**config.mk**
```make
export PLATFORM = sky130hd
export DESIGN_NAME = pc_npc_unit_flat
export DESIGN_NICKNAME = d
export VERILOG_FILES = /design/src/rtl/pc_npc_unit_pkg.sv /design/src/rtl/pc_npc_unit_if.sv /design/src/rtl/pc_npc_unit.sv /design/src/flat_wrapper.sv
export SDC_FILE = /design/constraint.sdc
export NUM_CORES = 1
export LEC_CHECK = 0
export ABC_AREA = 1
export CORE_UTILIZATION = 40
export DETAILED_ROUTE_END_ITERATION = 12
export PLACE_DENSITY_LB_ADDON = 0.1
export SYNTH_ARGS = -nofsm -noshare
export SYNTH_HDL_FRONTEND = slang
export SYNTH_SLANG_ARGS = --single-unit
```
**constraint.sdc**
```tcl
create_clock -name clk -period 1.93 [get_ports clk]
set_input_delay 0.386 -clock clk [delete_from_list [all_inputs] [get_ports clk]]
set_output_delay 0.386 -clock clk [all_outputs]
set_load 0.005 [all_outputs]
```
**src/rtl/pc_npc_unit_pkg.sv**
```systemverilog
// Shared types and default constants for the fetch-stage PC/nPC unit.
package pc_pkg;

  typedef enum logic [1:0] {
    PC_RUN   = 2'd0,
    PC_DELAY = 2'd1,
    PC_HALT  = 2'd2
  } pc_state_e;

  localparam int unsigned PC_WIDTH_DEF      = 9;
  localparam int unsigned PC_INC_DEF        = 4;
  localparam int unsigned PC_RESET_DEF      = 0;
  localparam int unsigned PC_EXC_VECTOR_DEF = 'h180;

endpackage

```
**src/rtl/pc_npc_unit_if.sv**
```systemverilog
// Fetch-control bus between the PC source logic (master) and the PC/nPC unit (slave).
interface pc_npc_unit_if #(
  parameter int unsigned WIDTH = pc_pkg::PC_WIDTH_DEF
);
  logic             le;
  logic             branch_taken;
  logic [WIDTH-1:0] target;
  logic             exc_req;
  logic             halt_req;
  logic             resume;
  logic [WIDTH-1:0] pc_out;
  logic [WIDTH-1:0] npc_out;
  logic [WIDTH-1:0] epc_out;
  logic             in_delay_slot;
  logic             exc_bd;
  logic             halted;
  logic             nested_branch;

  modport master (
    output le, branch_taken, target, exc_req, halt_req, resume,
    input  pc_out, npc_out, epc_out, in_delay_slot, exc_bd, halted, nested_branch
  );

  modport slave (
    input  le, branch_taken, target, exc_req, halt_req, resume,
    output pc_out, npc_out, epc_out, in_delay_slot, exc_bd, halted, nested_branch
  );
endinterface

```
**src/rtl/pc_npc_unit.sv**
```systemverilog
// PC/nPC pair with one branch delay slot, exception redirect with EPC capture,
// and halt/resume. All outputs come straight from registers.
module pc_npc_unit
  import pc_pkg::*;
#(
  parameter int unsigned      WIDTH      = PC_WIDTH_DEF,
  parameter int unsigned      INC        = PC_INC_DEF,
  parameter logic [WIDTH-1:0] RESET_PC   = WIDTH'(PC_RESET_DEF),
  parameter logic [WIDTH-1:0] EXC_VECTOR = WIDTH'(PC_EXC_VECTOR_DEF)
) (
  input  logic               clk,
  input  logic               reset,
  pc_npc_unit_if.slave       bus
);

  localparam logic [WIDTH-1:0] INC_W = WIDTH'(INC);

  pc_state_e        state_q, state_d;
  logic [WIDTH-1:0] pc_q, pc_d;
  logic [WIDTH-1:0] npc_q, npc_d;
  logic [WIDTH-1:0] epc_q, epc_d;
  logic             exc_bd_q, exc_bd_d;
  logic             nested_q, nested_d;

  always_comb begin
    state_d  = state_q;
    pc_d     = pc_q;
    npc_d    = npc_q;
    epc_d    = epc_q;
    exc_bd_d = exc_bd_q;
    nested_d = 1'b0;

    if (bus.exc_req) begin
      pc_d    = EXC_VECTOR;
      npc_d   = EXC_VECTOR + INC_W;
      state_d = PC_RUN;
      // In a delay slot the restart point is the branch itself, one slot back.
      if (state_q == PC_DELAY) begin
        epc_d    = pc_q - INC_W;
        exc_bd_d = 1'b1;
      end else begin
        epc_d    = pc_q;
        exc_bd_d = 1'b0;
      end
    end else if (state_q == PC_HALT) begin
      if (bus.resume) state_d = PC_RUN;
    end else if (bus.halt_req) begin
      state_d = PC_HALT;
    end else if (bus.le) begin
      pc_d = npc_q;
      if (bus.branch_taken && state_q == PC_RUN) begin
        npc_d   = bus.target;
        state_d = PC_DELAY;
      end else begin
        npc_d    = npc_q + INC_W;
        state_d  = PC_RUN;
        nested_d = bus.branch_taken;
      end
    end
  end

  always_ff @(posedge clk) begin
    if (!reset) begin
      state_q  <= PC_RUN;
      pc_q     <= RESET_PC;
      npc_q    <= RESET_PC + INC_W;
      epc_q    <= '0;
      exc_bd_q <= 1'b0;
      nested_q <= 1'b0;
    end else begin
      state_q  <= state_d;
      pc_q     <= pc_d;
      npc_q    <= npc_d;
      epc_q    <= epc_d;
      exc_bd_q <= exc_bd_d;
      nested_q <= nested_d;
    end
  end

  assign bus.pc_out        = pc_q;
  assign bus.npc_out       = npc_q;
  assign bus.epc_out       = epc_q;
  assign bus.in_delay_slot = (state_q == PC_DELAY);
  assign bus.halted        = (state_q == PC_HALT);
  assign bus.exc_bd        = exc_bd_q;
  assign bus.nested_branch = nested_q;

endmodule

```
**src/flat_wrapper.sv**
```systemverilog
// flat-port wrapper written by rule: the top's interface ports become plain ports
module pc_npc_unit_flat import pc_pkg::*;
#(
  parameter int unsigned      WIDTH      = PC_WIDTH_DEF,
  parameter int unsigned      INC        = PC_INC_DEF,
  parameter logic [WIDTH-1:0] RESET_PC   = WIDTH'(PC_RESET_DEF),
  parameter logic [WIDTH-1:0] EXC_VECTOR = WIDTH'(PC_EXC_VECTOR_DEF)
)
  (clk, reset, bus_le, bus_branch_taken, bus_target, bus_exc_req, bus_halt_req, bus_resume, bus_pc_out, bus_npc_out, bus_epc_out, bus_in_delay_slot, bus_exc_bd, bus_halted, bus_nested_branch);
  pc_npc_unit_if #(.WIDTH(WIDTH)) bus_i ();
  input  logic clk;
  input  logic reset;
  input wire logic [$bits(bus_i.le)-1:0] bus_le;
  input wire logic [$bits(bus_i.branch_taken)-1:0] bus_branch_taken;
  input wire logic [$bits(bus_i.target)-1:0] bus_target;
  input wire logic [$bits(bus_i.exc_req)-1:0] bus_exc_req;
  input wire logic [$bits(bus_i.halt_req)-1:0] bus_halt_req;
  input wire logic [$bits(bus_i.resume)-1:0] bus_resume;
  output wire logic [$bits(bus_i.pc_out)-1:0] bus_pc_out;
  output wire logic [$bits(bus_i.npc_out)-1:0] bus_npc_out;
  output wire logic [$bits(bus_i.epc_out)-1:0] bus_epc_out;
  output wire logic [$bits(bus_i.in_delay_slot)-1:0] bus_in_delay_slot;
  output wire logic [$bits(bus_i.exc_bd)-1:0] bus_exc_bd;
  output wire logic [$bits(bus_i.halted)-1:0] bus_halted;
  output wire logic [$bits(bus_i.nested_branch)-1:0] bus_nested_branch;
  assign bus_i.le = bus_le;
  assign bus_i.branch_taken = bus_branch_taken;
  assign bus_i.target = bus_target;
  assign bus_i.exc_req = bus_exc_req;
  assign bus_i.halt_req = bus_halt_req;
  assign bus_i.resume = bus_resume;
  assign bus_pc_out = bus_i.pc_out;
  assign bus_npc_out = bus_i.npc_out;
  assign bus_epc_out = bus_i.epc_out;
  assign bus_in_delay_slot = bus_i.in_delay_slot;
  assign bus_exc_bd = bus_i.exc_bd;
  assign bus_halted = bus_i.halted;
  assign bus_nested_branch = bus_i.nested_branch;
  pc_npc_unit #(.WIDTH(WIDTH), .INC(INC), .RESET_PC(RESET_PC), .EXC_VECTOR(EXC_VECTOR)) u_core (.clk(clk), .reset(reset), .bus(bus_i));
endmodule
```
Word level (Yosys, flattened, before mapping)
Index checks and enable logic that the tools add are counted.

word-level totals
  output and inout bits = 31
  register bits = 31
  input port bits = 16
  RAM bits = 0
  memories kept = 0
  logic and storage cells = 44
  bits in latches = 0
  bits in read-only memories = 0

operators by class
  divide/modulo/power cells = 0
  bitwise gates (word level) = 4
  reductions and logical operators = 9
  $mul = 0
  shift operators = 0
  add/subtract/negate cells = 2
  magnitude comparators = 0
  mux-type cells = 16
  equal/unequal tests = 5

operators with widths
  operator               count
  $mux W9                10
  $add A9 B3 Y9 const B  1
  $sub A9 B3 Y9 const B  1
  $mux W2                4
  $ne A2 B2 Y1 const B   3
  $reduce_and A3 Y1      2
  $reduce_or A6 Y1       1
  $not A1 Y1             4
  $reduce_bool A3 Y1     1
  $eq A2 B1 Y1 const B   1
  $eq A2 B2 Y1 const B   1
  $logic_not A2 Y1       1
  $mux W1                2
  $reduce_and A2 Y1      1
  $reduce_bool A2 Y1     1
  $reduce_or A2 Y1       1
  $logic_and A1 B1 Y1    1

Longest topological paths before layout
Gate-level depths: netlist of the first run.

  depth after elaboration = 7
  gate-level depth with buffers = 8
  depth with buffers taken out = 8

Worst setup path after synthesis of the first run
No wires, ideal clock.

  kind = register to register
  from = reg u_core.npc_q[2], in the netlist u_core.bus.npc_out[2]
  to = reg u_core.npc_q[8], in the netlist u_core.bus.npc_out[8]
  period minus slack after synthesis = 1.122 ns
  required time = 1.808 ns
  library setup time = 0.122 ns
  data arrival time = 0.999 ns
  path slack = 0.808 ns
  buffers on the path = 0
  stages on the path, launching flop included = 7
  path through = dfxtp_1 -> ha_1 -> nand3_1 -> nor2_1 -> nand2_1 -> nand3_1 -> a21oi_1

between the ends
  cells in the longest elaborated chain, start to end = 6

ends and longest elaborated chain
  what                    RTL line           source
  start, declared         pc_npc_unit.sv:20  logic [WIDTH-1:0] npc_q, npc_d;
  start signal, assigned  pc_npc_unit.sv:66  npc_q <= RESET_PC + INC_W;
  start signal, assigned  pc_npc_unit.sv:73  npc_q <= npc_d;
  $add A9 B3 Y9           pc_npc_unit.sv:55  npc_d = npc_q + INC_W;
  $mux W9                 pc_npc_unit.sv:51  if (bus.branch_taken && state_q == PC_RUN) begin
  $mux W9                 pc_npc_unit.sv:49  end else if (bus.le) begin
  $mux W9                 pc_npc_unit.sv:47  end else if (bus.halt_req) begin
  $mux W9                 pc_npc_unit.sv:45  end else if (state_q == PC_HALT) begin
  $mux W9                 pc_npc_unit.sv:33  if (bus.exc_req) begin

No other way between the ends. The select of a mux whose other input is x is not followed.
A chain may end at the register's enable or synchronous reset.

Worst setup path after layout of the first run
  from = reg u_core.state_q[0]
  to = out bus_in_delay_slot

between the ends
  cells in the longest elaborated chain, start to end = 1

ends and longest elaborated chain
  what                    RTL line            source
  start, declared         pc_npc_unit.sv:18   pc_state_e state_q, state_d;
  start signal, assigned  pc_npc_unit.sv:71   state_q <= state_d;
  $eq A2 B1 Y1            pc_npc_unit.sv:83   assign bus.in_delay_slot = (state_q == PC_DELAY);
  end, declared           flat_wrapper.sv:22  output wire logic [$bits(bus_i.in_delay_slot)-1:0] bus_in_delay_slot;

No other way between the ends.

==> results of run 1 <==
sequential cells by signal, indices dropped and copies added, names as in the netlist, named ones only:
signal,flops
u_core.state_q,2
u_core.bus.epc_out,9
u_core.bus.pc_out,9
u_core.bus.exc_bd,1
u_core.bus.npc_out,7
u_core.bus.nested_branch,1
how the worst max path moves through the flow:
stage / end / cells after the start / slack [ns]
floorplan: u_core.bus.npc_out[8] / 6 / 0.81
global placement: u_core.bus.npc_out[2] / 5 / 0.17
detailed placement: u_core.bus.npc_out[2] / 5 / 0.15
CTS: bus_in_delay_slot / 3 / 0.09
global route: bus_halted / 3 / 0.02
finish: bus_in_delay_slot / 3 / 0.1
cell usage in the layout, fill, tap and decap left out, types with 2 or more instances in the layout:
cell             instances
a22o_1                   2
inv_1                   21
nand2_1                 47
clkdlybuf4s50_1         46
o21ai_0                 15
nand4_1                  3
nor2_4                   2
nor2_2                   2
buf_4                    5
o211ai_1                 2
nor2_1                  22
inv_2                    4
a211oi_2                 2
clkbuf_8                 5
ha_1                     2
a21oi_1                 15
o21bai_1                 4
clkbuf_1                 2
dfxtp_1                 31
nand3_1                 16
nor3_1                   4
routing by layer:
| layer | wire length [µm] | global-route usage [%] | part of all wire (%) |
|---|---|---|---|
| met5 | 0 | 0 | 0 |
| met4 | 55 | 9.38 | 1.6 |
| met3 | 164 | 4.35 | 4.9 |
| met2 | 1450 | 28.0 | 43 |
| met1 | 1690 | 23.1 | 50 |
critical path, cell delays in order (launching register included):
cell and delay [ns]:
dfxtp_1 0.41, inv_2 0.10, nor2_4 0.13, clkdlybuf4s50_1 0.52
stage by stage:
stage	cell area, µm²	worst slack (ns)	util (%)	instances
5_1_grt	2090	0.0204	60.2	305
6_report	2090	0.0954	60.2	305
4_1_cts	2090	0.0863	60.2	305
2_1_floorplan	1500	0.808	-	207
3_5_place_dp	2010	0.147	57.8	297
3_3_place_gp	2010	0.173	57.8	297
power groups by stage:
stage          clock [mW]  sequential, mW  combinational, mW
3_5_place_dp            0           0.701              0.200
5_1_grt             0.524           0.690              0.222
2_1_floorplan           0           0.698              0.104
6_report            0.472           0.687              0.200
3_3_place_gp            0           0.700              0.200
4_1_cts             0.486           0.687              0.201
cell families after synthesis:
group / after synthesis / share of synthesized area, %
AOI/OAI and AO/OA: 42 / 16.8
buffers and inverters: 32 / 9.59
and+or+nand+nor: 100 / 30.5
DFF: 31 / 41.4
adders and majority gates: 2 / 1.67
area by class of cell:
type / count / area share, %
repair buffers: 51 / 23.9
inverters: 25 / 4.50
clock buffers: 7 / 3.66
well taps: 46 / 2.76
flip-flops and latches: 31 / 29.7
clock inverters: 1 / 0.240
multi-input cells: 144 / 35.3
==> metrics, run 1 <==
status=finished, final reports clean; routed len/inst=11.0 µm; Area contributors post-synth=dfxtp_1, nand2_1, nor2_1; iteration-0 DRC count of the detailed router=48; share of total power in combinational logic=14.7%; CTS buffer count=5; initial antenna violation count=0; fraction of registers with async set/reset=0%; Max Transition Viols Final=0; Max-cap violations=0; switching pwr=0.338 mW; Die Span Y=63.2 µm; Hold Path Sink=u_core.bus.epc_out[7]; CP max FO=5; setup TNS=0 ns; # setup viols final=0; critical path startpoint category=register; Initial Util=43.3%; GRT Overall Usage=18.1%; Mean Syn Cell Area=7.25 µm²; Core Region=3470 µm²; Hold Vio Cnt, Final=0; vias=1451; Crit Reg-Reg Endpoint=u_core.bus.npc_out[4]; clock sinks=31; WS Path Type=register to output pin; Max clock buf depth=2; Crit. Startpoint=u_core.state_q[0]; fillcell total=359; RSZ-0062 raised after global routing=false; share of cells above drive strength 1=10.0%; Slew headroom=73.2%; I/O pin count=47; Worst setup EP type=output pin; CTS tree=done; post-CTS sizing=0; 1st-pass router iterations=4; hold slack final=0.450 ns; Pleak=0.845 nW; DPL Wire Length=2540 µm; Register Area=621 µm²; Synth Warn #=0; Power Total=1.36 mW; Diodes inserted=0; min-delay src=u_core.bus.epc_out[7]; P_int=1.02 mW; Worst R2R Path Depth=7; area leader, netlist=dfxtp_1; Most used DFF post-synth=dfxtp_1; H-tree depth=2; Syn Nets=225; worst-skew pair later-pin latency=0.28 ns; Worst Skew=0.00266 ns; sequential share of the synthesized area=41.4%; Critical Path RT=1.54 ns; FMAX=545 MHz; vias in the first global route=1283; number of remaining DRC errors=0; Worst-Margin Slew=0.402 ns; Std-Cell Rows=21; synthesis-to-finish area growth=39.1%; remaining antenna violation count=0; min cycle time layout=1.83 ns; Mapped Cells=207; post-synthesis instance area=1500 µm²; Post-CTS Setup Repair Bufs=0; share of Yosys cell area claimed by the top area cell type=41.4%; cell area power density=651 nW/µm²; CTS root buf=clkbuf_8; switching share of power=24.9%; GP Congestion=0.767; Post-synth EDFFs=0; die width=63.2 µm; die area=4000 µm²; period utilization=95.1%; worst min-delay path category=register to register; Hold Buf Count CTS=0; RR Startpoint=u_core.state_q[0]; Clock power frac=34.8%; number of register bits inferred by synthesis=31; Commonest cells post-synth=nand2_1, dfxtp_1, nor2_1, inv_1, nand3_1; Overflow after GRT=0; CP arrival=1.45 ns; reg2reg setup slack=0.59 ns; clk slew on worst S/H paths=0.06 ns; synth unique cells=26; final net count=276; Multi-input gate area=736 µm²; global-route wire length before repair=5640 µm; final wirelength=3350 µm; largest net degree at the start of global routing=16; IO buf count=46; Max rail drop VDD=0.305 mV; Hold Path Stages=2; Sequential Power Share=50.5%; most common cell in the netlist=nand2_1; Vias/cell=4.76
No activity file was read; power rests on OpenSTA's default activity.
==> run 2, diff against run 1 <==
--- a/config.mk
+++ b/config.mk
@@ -9,6 +9,7 @@
 export CORE_UTILIZATION = 40
 export DETAILED_ROUTE_END_ITERATION = 12
 export PLACE_DENSITY_LB_ADDON = 0.1
+export SETUP_SLACK_MARGIN = 0.2
 export SYNTH_ARGS = -nofsm -noshare
 export SYNTH_HDL_FRONTEND = slang
 export SYNTH_SLANG_ARGS = --single-unit
==> metrics, run 2 (synthesis results as in run 1) <==
CP max FO=7 (+2); Worst setup EP type=output pin; setup TNS=0 ns (unchanged); I/O pin count=47 (unchanged); cell area power density=647 nW/µm² (-0.70%); IO buf count=46 (unchanged); Worst Skew=0.00187 ns (-0.000789 ns); critical path startpoint category=register; die area=4000 µm² (unchanged); Max rail drop VDD=0.289 mV (-4.9%); worst-skew pair later-pin latency=0.28 ns (about the same); Core Region=3470 µm² (unchanged); fin util=60.5% (+0.36 points); Hold Buf Count CTS=0 (unchanged); Initial Util=43.3% (unchanged); critical-path cell list=clkdlybuf4s50_1; initial antenna violation count=0 (unchanged); period utilization=85.6% (-9.5 points); Post-Layout Cell Count=306 (+0.33%); hold slack final=0.450 ns (+0.0000140 ns); M1 GR Usage=23.2% (+0.085 points); worst min-delay path category=register to register; Slew headroom=74.5% (+1.4 points); Hold Vio Cnt, Final=0 (unchanged); GP Congestion=0.767 (unchanged); Vias/cell=4.76 (about the same); min cycle time layout=1.65 ns (-0.183 ns); GRT Overall Usage=18.4% (+0.30 points); number of remaining DRC errors=0 (unchanged); CP bufs+invs=1 (-1); CP arrival=1.27 ns (-0.18 ns); Critical Path RT=1.54 ns (about the same); RSZ-0062 raised after global routing=false; most common cell after layout, fill and taps aside=nand2_1; share of cells above drive strength 1=11.5% (+1.5 points); Std-Cell Rows=21 (unchanged); vias in the first global route=1298 (+1.2%); routed len/inst=11.0 µm (+0.30%); slowest cell on the critical path=clkdlybuf4s50_1; Overflow after GRT=0 (unchanged); largest net degree at the start of global routing=16 (unchanged); H-tree depth=2 (unchanged); # setup viols final=0 (unchanged); global-route wire length before repair=5720 µm (+1.5%); Pleak=0.856 nW (+1.3%); Die Span Y=63.2 µm (unchanged); remaining antenna violation count=0 (unchanged); 1st-pass router iterations=4 (unchanged); status=finished, final reports clean; Diodes inserted=0 (unchanged); CTS tree=done; most frequent cells in the layout=nand2_1, clkdlybuf4s50_1, dfxtp_1, nor2_1, inv_1; iteration-0 DRC count of the detailed router=45 (-6.3%); Worst-Margin Slew=0.382 ns (-0.0203 ns); vias=1456 (+0.34%); grt met2 use=28.9% (+0.94 points); final net count=277 (+0.36%); Max Transition Viols Final=0 (unchanged); CTS buffer count=5 (unchanged); FMAX=605 MHz (+11%); clock sinks=31 (unchanged); largest incremental delay on the critical path=0.54 ns (+0.02 ns); Max clock buf depth=2 (unchanged); CTS root buf=clkbuf_8; gr busiest metal=met2; clk slew on worst S/H paths=0.06 ns (about the same); Post-Place Cells=297 (unchanged); DPL Wire Length=2540 µm (unchanged); WS Path Type=register to output pin; die width=63.2 µm (unchanged); Power Total=1.36 mW (-0.10%); final wirelength=3380 µm (+0.63%); GR Util met3=4.35% (unchanged); synthesis-to-finish area growth=39.9%; Max-cap violations=0 (unchanged); CP delay by family, top=buffers and inverters
==> run 2: metal layers <==
layer	part of all wire, %	wire [µm]
met1	50	1700
met2	44	1480
met3	4.1	137
met4	1.6	55
met5	0	0
==> run 2: final timing paths <==
kind | start | end | cells past startpoint | slack, ns
hold / removal | u_core.bus.epc_out[7] | u_core.bus.epc_out[7] | 2 | 0.45
setup reg to reg | u_core.state_q[1] | register | 7 | 0.61
hold reg to reg | u_core.bus.epc_out[7] | u_core.bus.epc_out[7] | 2 | 0.45
setup / recovery | u_core.bus.npc_out[5] | bus_npc_out[5] | 1 | 0.28
==> run 2: stage by stage <==
stage / area (µm²) / setup slack [ns]
finish: 2100 / 0.278
global route: 2100 / 0.219
CTS: 2090 / 0.224
detailed placement: 2010 / 0.147
global placement: 2010 / 0.173
floorplan: 1500 / 0.808
==> run 2: layout make-up <==
cell class                      count  area, µm²
Fill cell                         359       1370
Multi-Input combinational cell    144        736
Sequential cell                    31        627
Timing Repair Buffer               52        504
Inverter                           25       93.8
Clock buffer                        7       76.3
Tap cell                           46       57.6
Clock inverter                      1       5.00
==> run 2: repair_timing <==
item | CTS | global route
setup endpoints to repair | 2 | 2
hold endpoints to repair | 0 | 0
gates resized for setup | 4 | 1
setup buffers | 0 | 1
==> run 2: power breakdown <==
part	switching (mW)	internal [mW]
Clock	0.218	0.252
Combinational	0.0959	0.106
Sequential	0.0221	0.663
Total	0.336	1.02
==> run 3, diff against run 2 <==
--- a/config.mk
+++ b/config.mk
@@ -6,10 +6,11 @@
 export NUM_CORES = 1
 export LEC_CHECK = 0
 export ABC_AREA = 1
-export CORE_UTILIZATION = 40
+export CORE_UTILIZATION = 49
 export DETAILED_ROUTE_END_ITERATION = 12
 export PLACE_DENSITY_LB_ADDON = 0.1
 export SETUP_SLACK_MARGIN = 0.2
+export SKIP_LAST_GASP = 1
 export SYNTH_ARGS = -nofsm -noshare
 export SYNTH_HDL_FRONTEND = slang
 export SYNTH_SLANG_ARGS = --single-unit
==> metrics, run 3 (synthesis results as in run 1) <==
Slew headroom=73.0% (-1.5 points); largest net degree at the start of global routing=24 (+8); Worst-Margin Slew=0.405 ns (+0.0231 ns); critical-path cell list=clkdlybuf4s50_1; Vias/cell=5.09 (+7.0%); CP delay by family, top=buffers and inverters; worst min-delay path category=register to register; final wirelength=3330 µm (-1.3%); gr busiest metal=met2; Overflow after GRT=0 (unchanged); Pleak=0.862 nW (+0.65%); clock sinks=31 (unchanged); period utilization=86.4% (+0.81 points); M1 GR Usage=29.3% (+6.0 points); remaining antenna violation count=0 (unchanged); failing checks=DRC; most frequent cells in the layout=nand2_1, clkdlybuf4s50_1, dfxtp_1, nor2_1, inv_1; routed len/inst=11.5 µm (+4.5%); critical path startpoint category=register; Diodes inserted=0 (unchanged); CP arrival=1.28 ns (about the same); Core Region=2830 µm² (-18%); iteration-0 DRC count of the detailed router=47 (+4.4%); min cycle time layout=1.67 ns (+0.0157 ns); Worst setup EP type=output pin; GR Util met3=5.67% (+1.3 points); worst-skew pair later-pin latency=0.33 ns (+0.05 ns); Max Transition Viols Final=0 (unchanged); DPL Wire Length=2430 µm (-4.1%); Max-cap violations=0 (unchanged); most common cell after layout, fill and taps aside=nand2_1; Initial Util=53.0% (+9.8 points); FMAX=600 MHz (-0.94%); CTS root buf=clkbuf_4; vias in the first global route=1423 (+9.6%); cell area power density=636 nW/µm² (-1.7%); number of remaining DRC errors=4 (+4); slowest cell on the critical path=clkdlybuf4s50_1; WS Path Type=register to output pin; Max rail drop VDD=0.350 mV (+21%); CP bufs+invs=1 (unchanged); CTS tree=done; global-route wire length before repair=6080 µm (+6.3%); largest incremental delay on the critical path=0.53 ns (about the same); Max clock buf depth=2 (unchanged); share of cells above drive strength 1=12.8% (+1.3 points); die area=3290 µm² (-18%); # setup viols final=0 (unchanged); GP Congestion=0.851 (+11%); GRT Overall Usage=23.9% (+5.5 points); synthesis-to-finish area growth=37.5%; final net count=275 (-0.72%); Std-Cell Rows=19 (-9.5%); H-tree depth=2 (unchanged); setup TNS=0 ns (unchanged); Worst Skew=0.00302 ns (+0.00115 ns); IO buf count=46 (unchanged); clk slew on worst S/H paths=0.09 ns (+0.03 ns); status=finished, violations left; fillcell total=242 (-33%); initial antenna violation count=0 (unchanged); Die Span Y=57.3 µm (-9.3%); 1st-pass router iterations=8 (+4); CP max FO=5 (-2); hold slack final=0.454 ns (+0.00381 ns); CTS buffer count=5 (unchanged); Critical Path RT=1.54 ns (about the same); grt met2 use=39.5% (+11 points); die width=57.3 µm (-9.3%); I/O pin count=47 (unchanged); RSZ-0062 raised after global routing=false; Hold Vio Cnt, Final=0 (unchanged); vias=1471 (+1.0%)
[run 3: changes by cell type in the layout (fill, tap and decap cells not counted)]
cell             change
clkbuf_8             -3
dfxtp_2              +3
dfxtp_1              -4
clkdlybuf4s50_1      -1
clkbuf_4             +5
clkbuf_1             -1
dfxtp_4              +1
buf_4                -2
dlymetal6s2s_1       +1
clkinv_2             -1
[run 3: final cells by class]
type	count	area, µm²	share of cell area, %
clock buffer	8	68.8	3.34
sequential	31	634	30.7
multi-input combinational	144	736	35.7
tap	31	38.8	1.88
timing repair buffer	50	492	23.8
inverter	25	93.8	4.55
[run 3: power breakdown]
part / internal (mW) / switching (mW)
clock: 0.214 / 0.216
sequential: 0.661 / 0.0214
combinational: 0.103 / 0.0953
[run 3: metal layers]
metal | wire [µm] | vias up
met5 | 0 | -
met2 | 1540 | 35
met4 | 84 | 0
met1 | 1580 | 656
li1 | - | 771
met3 | 120 | 9
[run 3: per-stage QoR]
step / power [mW] / utilization, % / area, µm² / instances / setup slack, ns
5_1_grt: 1.38 / 72.9 / 2060 / 289 / 0.206
4_1_cts: 1.32 / 72.7 / 2060 / 289 / 0.205
6_report: 1.31 / 72.9 / 2060 / 289 / 0.262
3_5_place_dp: 0.896 / 69.7 / 1970 / 280 / 0.115
2_1_floorplan: 0.801 / - / 1500 / 207 / 0.808
3_3_place_gp: 0.894 / 69.7 / 1970 / 280 / 0.197
[run 3: worst reg2reg max path, delay by kind of cell (launching register included)]
| kind | cells | cell delay [ns] |
|---|---|---|
| AND/OR/NAND/NOR | 5 | 0.69 |
| flip-flops | 1 | 0.35 |
| buffers and inverters | 2 | 0.25 |
[run 3: final timing paths]
path | from | to | slack [ns] | depth (start not counted)
worst min register to register | u_core.bus.epc_out[7] | u_core.bus.epc_out[7] | 0.45 | 2
worst max register to register | u_core.state_q[1] | register | 0.53 | 7
worst min-delay path | u_core.bus.epc_out[7] | u_core.bus.epc_out[7] | 0.45 | 2
worst max-delay path | u_core.bus.pc_out[6] | bus_pc_out[6] | 0.26 | 1
[run 3: what timing repair did]
| item | in CTS | in global routing |
|---|---|---|
| resized for setup | 7 | 4 |
| hold buffers | 0 | 0 |
| setup buffers | 1 | 0 |
| setup endpoints to repair | 4 | 4 |
==> RTL change 1, RTL diff (settings of run 3) <==
Change the package constant `PC_WIDTH_DEF` from 9 to 18.
--- a/src/rtl/pc_npc_unit_pkg.sv
+++ b/src/rtl/pc_npc_unit_pkg.sv
@@ -9,3 +9,3 @@
 
-  localparam int unsigned PC_WIDTH_DEF      = 9;
+  localparam int unsigned PC_WIDTH_DEF      = 18;
   localparam int unsigned PC_INC_DEF        = 4;
Interface: changed (resized bus_epc_out, bus_npc_out, bus_pc_out and bus_target); port bits go from 47 to 83. The function was not compared with the original's and may differ.
==> RTL change 1 against run 3 <==
Core utilization shrank 1.5 points. Via count is 130% higher. Register-to-register slack got worse by 0.14 ns. Synthesized cell count is 120% higher. Total power rose by 120%. Worst setup slack got worse by 0.023 ns. Critical path depth unchanged. Design area is 100% higher. Routed wire length rose to 2.6 times the old value. Area after synthesis up 100%. Combinational power is 120% higher. Sequential cell count is 27 higher.
==> RTL change 1: results (changes against run 3) <==
Worst setup path:
- The end of the critical path is bus_pc_out[2].
- The logic depth of the worst register-to-register path is 9 (+2).
- The reg-to-reg startpoint is u_core.bus.npc_out[2].
- The register-to-register path setup slack is 0.39 ns (-0.14 ns).

Place:
- The cell total after placement is 610 (+120%).
- The placer congestion estimate is 0.867 (+2.0%).
- The number of buffer cells added on primary ports is 82 (+78%).
- The area of placed instances is 3970 um^2 (+100%).
- The worst slack at placement is 0.145 ns (+0.0304 ns).

Routing:
- The total length of routed wires was 8.76 mm (+160%).
- The iteration-0 DRC count of the detailed router is 142 (+200%).
- The per-cell routed wire length is 13.9 um (+21%).
- The via total after detailed routing is 3394 (+130%).
- The number of search-and-repair iterations in the first detailed-routing pass is 5 (-3).

Logic synthesis:
- The synthesized-area fraction occupied by adder cells is 0.833% (-0.83 points).
- In the synthesized netlist, the cells that appear most often are 108 x sky130_fd_sc_hd__nand2_1, 76 x sky130_fd_sc_hd__nor2_1, 58 x sky130_fd_sc_hd__dfxtp_1.
- The number of standard cells after synthesis was 452 (+120%).
- The fraction of the mapped netlist area in compound gates is 17.2% (+0.36 points).
- The xor/xnor cell area share of the yosys netlist is 1.46% (+1.5 points).
- Ranked by total cell area, the synthesized netlist is headed by sky130_fd_sc_hd__dfxtp_1 39%, sky130_fd_sc_hd__nand2_1 14%, sky130_fd_sc_hd__nor2_1 9.5%, sky130_fd_sc_hd__a21oi_1 5.3%, sky130_fd_sc_hd__o21ai_1 5.2%.
- The number of unique standard cell types used by synthesis came to 39 (+50%).
- The synthesized net count was 479 (+110%).

Status:
- The run finished with clean final reports.

Global routing:
- The number of global-route vias before repair came to 3098 (+120%).
- The maximum number of pins on one net before global-route repair came to 25 (+4.2%).
- The met3 layer usage reported by global route is 4.20% (-1.5 points).
- The met2 routing resource usage after global routing came to 46.9% (+7.4 points).

STA:
- The worst setup skew after layout is 0.00650 ns (+0.00348 ns).
- The minimum hold slack is 0.457 ns (+0.00307 ns).

Power:
- The reported leakage power came to 1.75 nW (+100%).
- The maximum resistive drop on vdd is 0.405 mV (+16%).

Min path:
- The endpoint with the worst hold slack is u_core.bus.epc_out[6].
- The worst min-delay path startpoint is u_core.bus.epc_out[6].

Clocking:
- The number of buffers added for setup after CTS is 2 (+1).
- The cell at the root of the clock tree is sky130_fd_sc_hd__clkbuf_8.
- The clock buffer count from CTS is 9 (+4).

Final layout:
- The share of layout cells above drive strength 1 came to 14.8% (+2.0 points).
- The net count of the finished layout is 575 (+110%).
## RTL change 1: cell count changes after synthesis, sizes merged, moves of 3 or more
cell          run 3  this run
inv              25        41
xor2              0         3
buf               7        14
o21ai            15        41
a21oi            16        32
nor2             26        84
nand2            49       111
dfxtp            31        58
nand3            18        26
nand4             3         6
or2               0         3
## RTL change 1: final cells by class
class                      instances  area [um^2]
timing repair buffer             100          970
tap                               75         93.8
multi-input combinational        336         1610
inverter                          43          164
sequential                        58         1190
clock inverter                     7         77.6
clock buffer                       9          124
fill                             518         1690
## RTL change 1: where the power goes
group	switching, W	total (W)	leakage (nW)	internal, W
logic	0.000219	0.000429	1.17	0.000210
registers	0.0000481	0.00129	0.482	0.00124
clock network	0.000541	0.00115	0.0998	0.000604
==> RTL change 2, RTL diff (settings of run 3) <==
Without the edit above. Reset style: asynchronous (`reset`), changed in one clocked block.
--- a/src/rtl/pc_npc_unit.sv
+++ b/src/rtl/pc_npc_unit.sv
@@ -61,3 +61,3 @@
 
-  always_ff @(posedge clk) begin
+  always_ff @(posedge clk or negedge reset) begin
     if (!reset) begin
Function: differs if reset is asserted again (counterexample within 4 cycles, from zero or initial values and one cycle with reset low); with reset held inactive, the same outputs for 10 cycles.
==> RTL change 2 against run 3 <==
Routed wire length is 11% higher. Sequential cell count stayed put. Non-clock buffer count is 5 higher. Synthesized cell count shrank 1.9%. Area after synthesis rose by 6.2%. Register-to-register slack worse by 0.17 ns. Sequential power rose by 3.5%. Design area is 7.6% higher. Worst setup slack worse by 0.014 ns. Total power is 3.2% higher.
==> RTL change 2: results (changes against run 3) <==
Status:
- The run finished with clean final reports.

Routing:
- The iteration-0 DRC count of the detailed router was 82 (+74%).
- The routed length on met3 is 221 um (+84%).
- The number of search-and-repair iterations in the first detailed-routing pass came to 4 (-4).
- The total length of routed wires is 3.68 mm (+11%).
- The via total after detailed routing was 1515 (+3.0%).
- The wire length the detailed router placed on met1 was 1.70 mm (+7.1%).
- The met2 routed wirelength is 1.70 mm (+10%).

Logic synthesis:
- The synthesized net count is 221 (-1.8%).
- The commonest cells after synthesis are 60 x sky130_fd_sc_hd__nand2_1, 30 x sky130_fd_sc_hd__dfrtp_1, 22 x sky130_fd_sc_hd__inv_1.
- The share of synthesized registers carrying an async set or reset came to 100% (+100 points).
- Yosys attributes the largest share of cell area to sky130_fd_sc_hd__dfrtp_1 47%, sky130_fd_sc_hd__nand2_1 14%, sky130_fd_sc_hd__inv_1 5.2%, sky130_fd_sc_hd__nand3_1 5.0%, sky130_fd_sc_hd__nor2_1 4.9%.
- The number of unique standard cell types used by synthesis came to 29 (+12%).
- The share of synthesized area occupied by flip-flops and latches is 48.8% (+7.4 points).
- The leading register cell type out of synthesis is sky130_fd_sc_hd__dfrtp_1.

Power:
- The combinational power is 0.000264 W (+33%).
- The part of the power in registers is 52.2% (about the same).
- The part of the power in the clock network is 28.3% (-4.5 points).
- The reported leakage power is 1.09 nW (+27%).
- The switching power is 0.000374 W (+12%).
- The maximum resistive drop on vdd is 0.499 mV (+43%).

Global routing:
- The number of global-route vias before repair is 1419 (-0.28%).
- The first-pass GRT wire length is 6.24 mm (+2.6%).
- The met1 demand-to-capacity share in global routing is 32.9% (+3.6 points).
- The met2 routing resource usage after global routing is 37.0% (-2.5 points).
- The met3 layer usage reported by global route is 6.33% (+0.66 points).
- The maximum number of pins on one net before global-route repair is 32 (+33%).
- The global routing usage summed across all routing layers is 24.3% (+0.40 points).

Place:
- The HPWL reported at the end of detailed placement came to 2.66 mm (+9.3%).
- The placer congestion estimate is 0.915 (+7.6%).

Final layout:
- The number of fill cells in the layout came to 283 (+17%).
- The net count of the finished layout is 279 (+1.5%).
- The share of layout cells above drive strength 1 came to 16.1% (+3.3 points).
- The number of antenna cells inserted is 0 (unchanged).

STA:
- The relative max-transition margin is 74.6% (+1.6 points).
- The worst setup skew after layout is 0.00423 ns (+0.00121 ns).
- The final sum of negative setup slack was 0 ns (unchanged).
- The minimum hold slack is 0.432 ns (-0.0216 ns).

Clocking:
- The level count of the clock H-tree is 2 (unchanged).
- The latest clock arrival within the worst-skew pair was 0.33 ns (about the same).
- The CTS clock-pin slew for the worst setup and hold paths is 0.09 ns (about the same).

Min path:
- The class of the tightest hold or removal check is in2async.

Worst setup path:
- The slowest stage of the critical path belongs to the cell sky130_fd_sc_hd__clkdlybuf4s50_1.
- The biggest fanout along the worst timing path is 4 (-1).
- The critical path arrival is 1.30 ns (+0.02 ns).
-- RTL change 2: cell count changes in the layout (fill, tap and decap cells not counted), sizes merged, moves of 3 or more --
cell / run 3 / this run
a21oi: 16 / 6
buf: 4 / 9
dfrtp: 0 / 30
dfxtp: 31 / 0
nand2: 49 / 64
o21ai: 15 / 12
o21bai: 4 / 1
o22ai: 1 / 4
-- RTL change 2: path summary, 6_finish.rpt --
| path | slack, ns | start | to | cells past startpoint |
|---|---|---|---|---|
| max in group asynchronous | 1.18 | reset | u_core.bus.npc_out[2] | 2 |
| min in group clk | 0.49 | u_core.bus.epc_out[7] | u_core.bus.epc_out[7] | 2 |
| hold / removal | 0.43 | reset | u_core.bus.exc_bd | 2 |
| setup reg to reg | 0.36 | u_core.state_q[0] | u_core.bus.npc_out[1] | 9 |
| hold reg to reg | 0.49 | u_core.bus.epc_out[7] | u_core.bus.epc_out[7] | 2 |
| setup / recovery | 0.25 | u_core.bus.npc_out[3] | bus_npc_out[3] | 1 |
-- RTL change 2: cell type report --
class	instances	area, um^2	area share (%)
Clock inverter	1	5.00	0.225
Tap cell	44	55.1	2.48
Clock buffer	6	51.3	2.31
Inverter	27	104	4.68
Multi-Input combinational cell	141	698	31.5
Sequential cell	31	782	35.2
Timing Repair Buffer	55	524	23.6
-- RTL change 2: cell families after synthesis --
kind of cell               Yosys count  synth area share, %
xor gates and xnor gates             1                0.550
AOI/OAI and AO/OA                   25                 9.11
DFF                                 31                 48.8
adders and majority gates            2                 1.57
and+or+nand+nor                    113                 31.8
buffers and inverters               31                 8.17
-- RTL change 2: per-stage QoR --
step                      cells  util (%)  worst slack (ns)  cell area, um^2
after CTS                   304      71.5             0.226             2200
after global routing        305      72.1             0.197             2220
after global placement      293      68.6             0.299             2110
after floorplan             203         -             0.721             1590
final                       305      72.1             0.248             2220
after detailed placement    293      68.6             0.251             2110
-- RTL change 2: worst reg2reg max path, stage by stage, from the launching register on --
cell and delay (ns):
sky130_fd_sc_hd__dfrtp_2 0.42, sky130_fd_sc_hd__buf_4 0.15, sky130_fd_sc_hd__buf_4 0.14, sky130_fd_sc_hd__nor2_2 0.17, sky130_fd_sc_hd__nand2_4 0.13, sky130_fd_sc_hd__inv_2 0.12
sky130_fd_sc_hd__nand3_2 0.10, sky130_fd_sc_hd__nor2_2 0.15, sky130_fd_sc_hd__nand2_1 0.07, sky130_fd_sc_hd__nand2_1 0.06
-- RTL change 2: what timing repair did --
| item | 4_1_cts | 5_1_grt |
|---|---|---|
| cloned | 0 | 0 |
| endpoints found under the setup margin | 3 | 6 |
| hold buffers | 0 | 0 |
| buffers inserted | 4 | 1 |
| resized for setup | 6 | 4 |
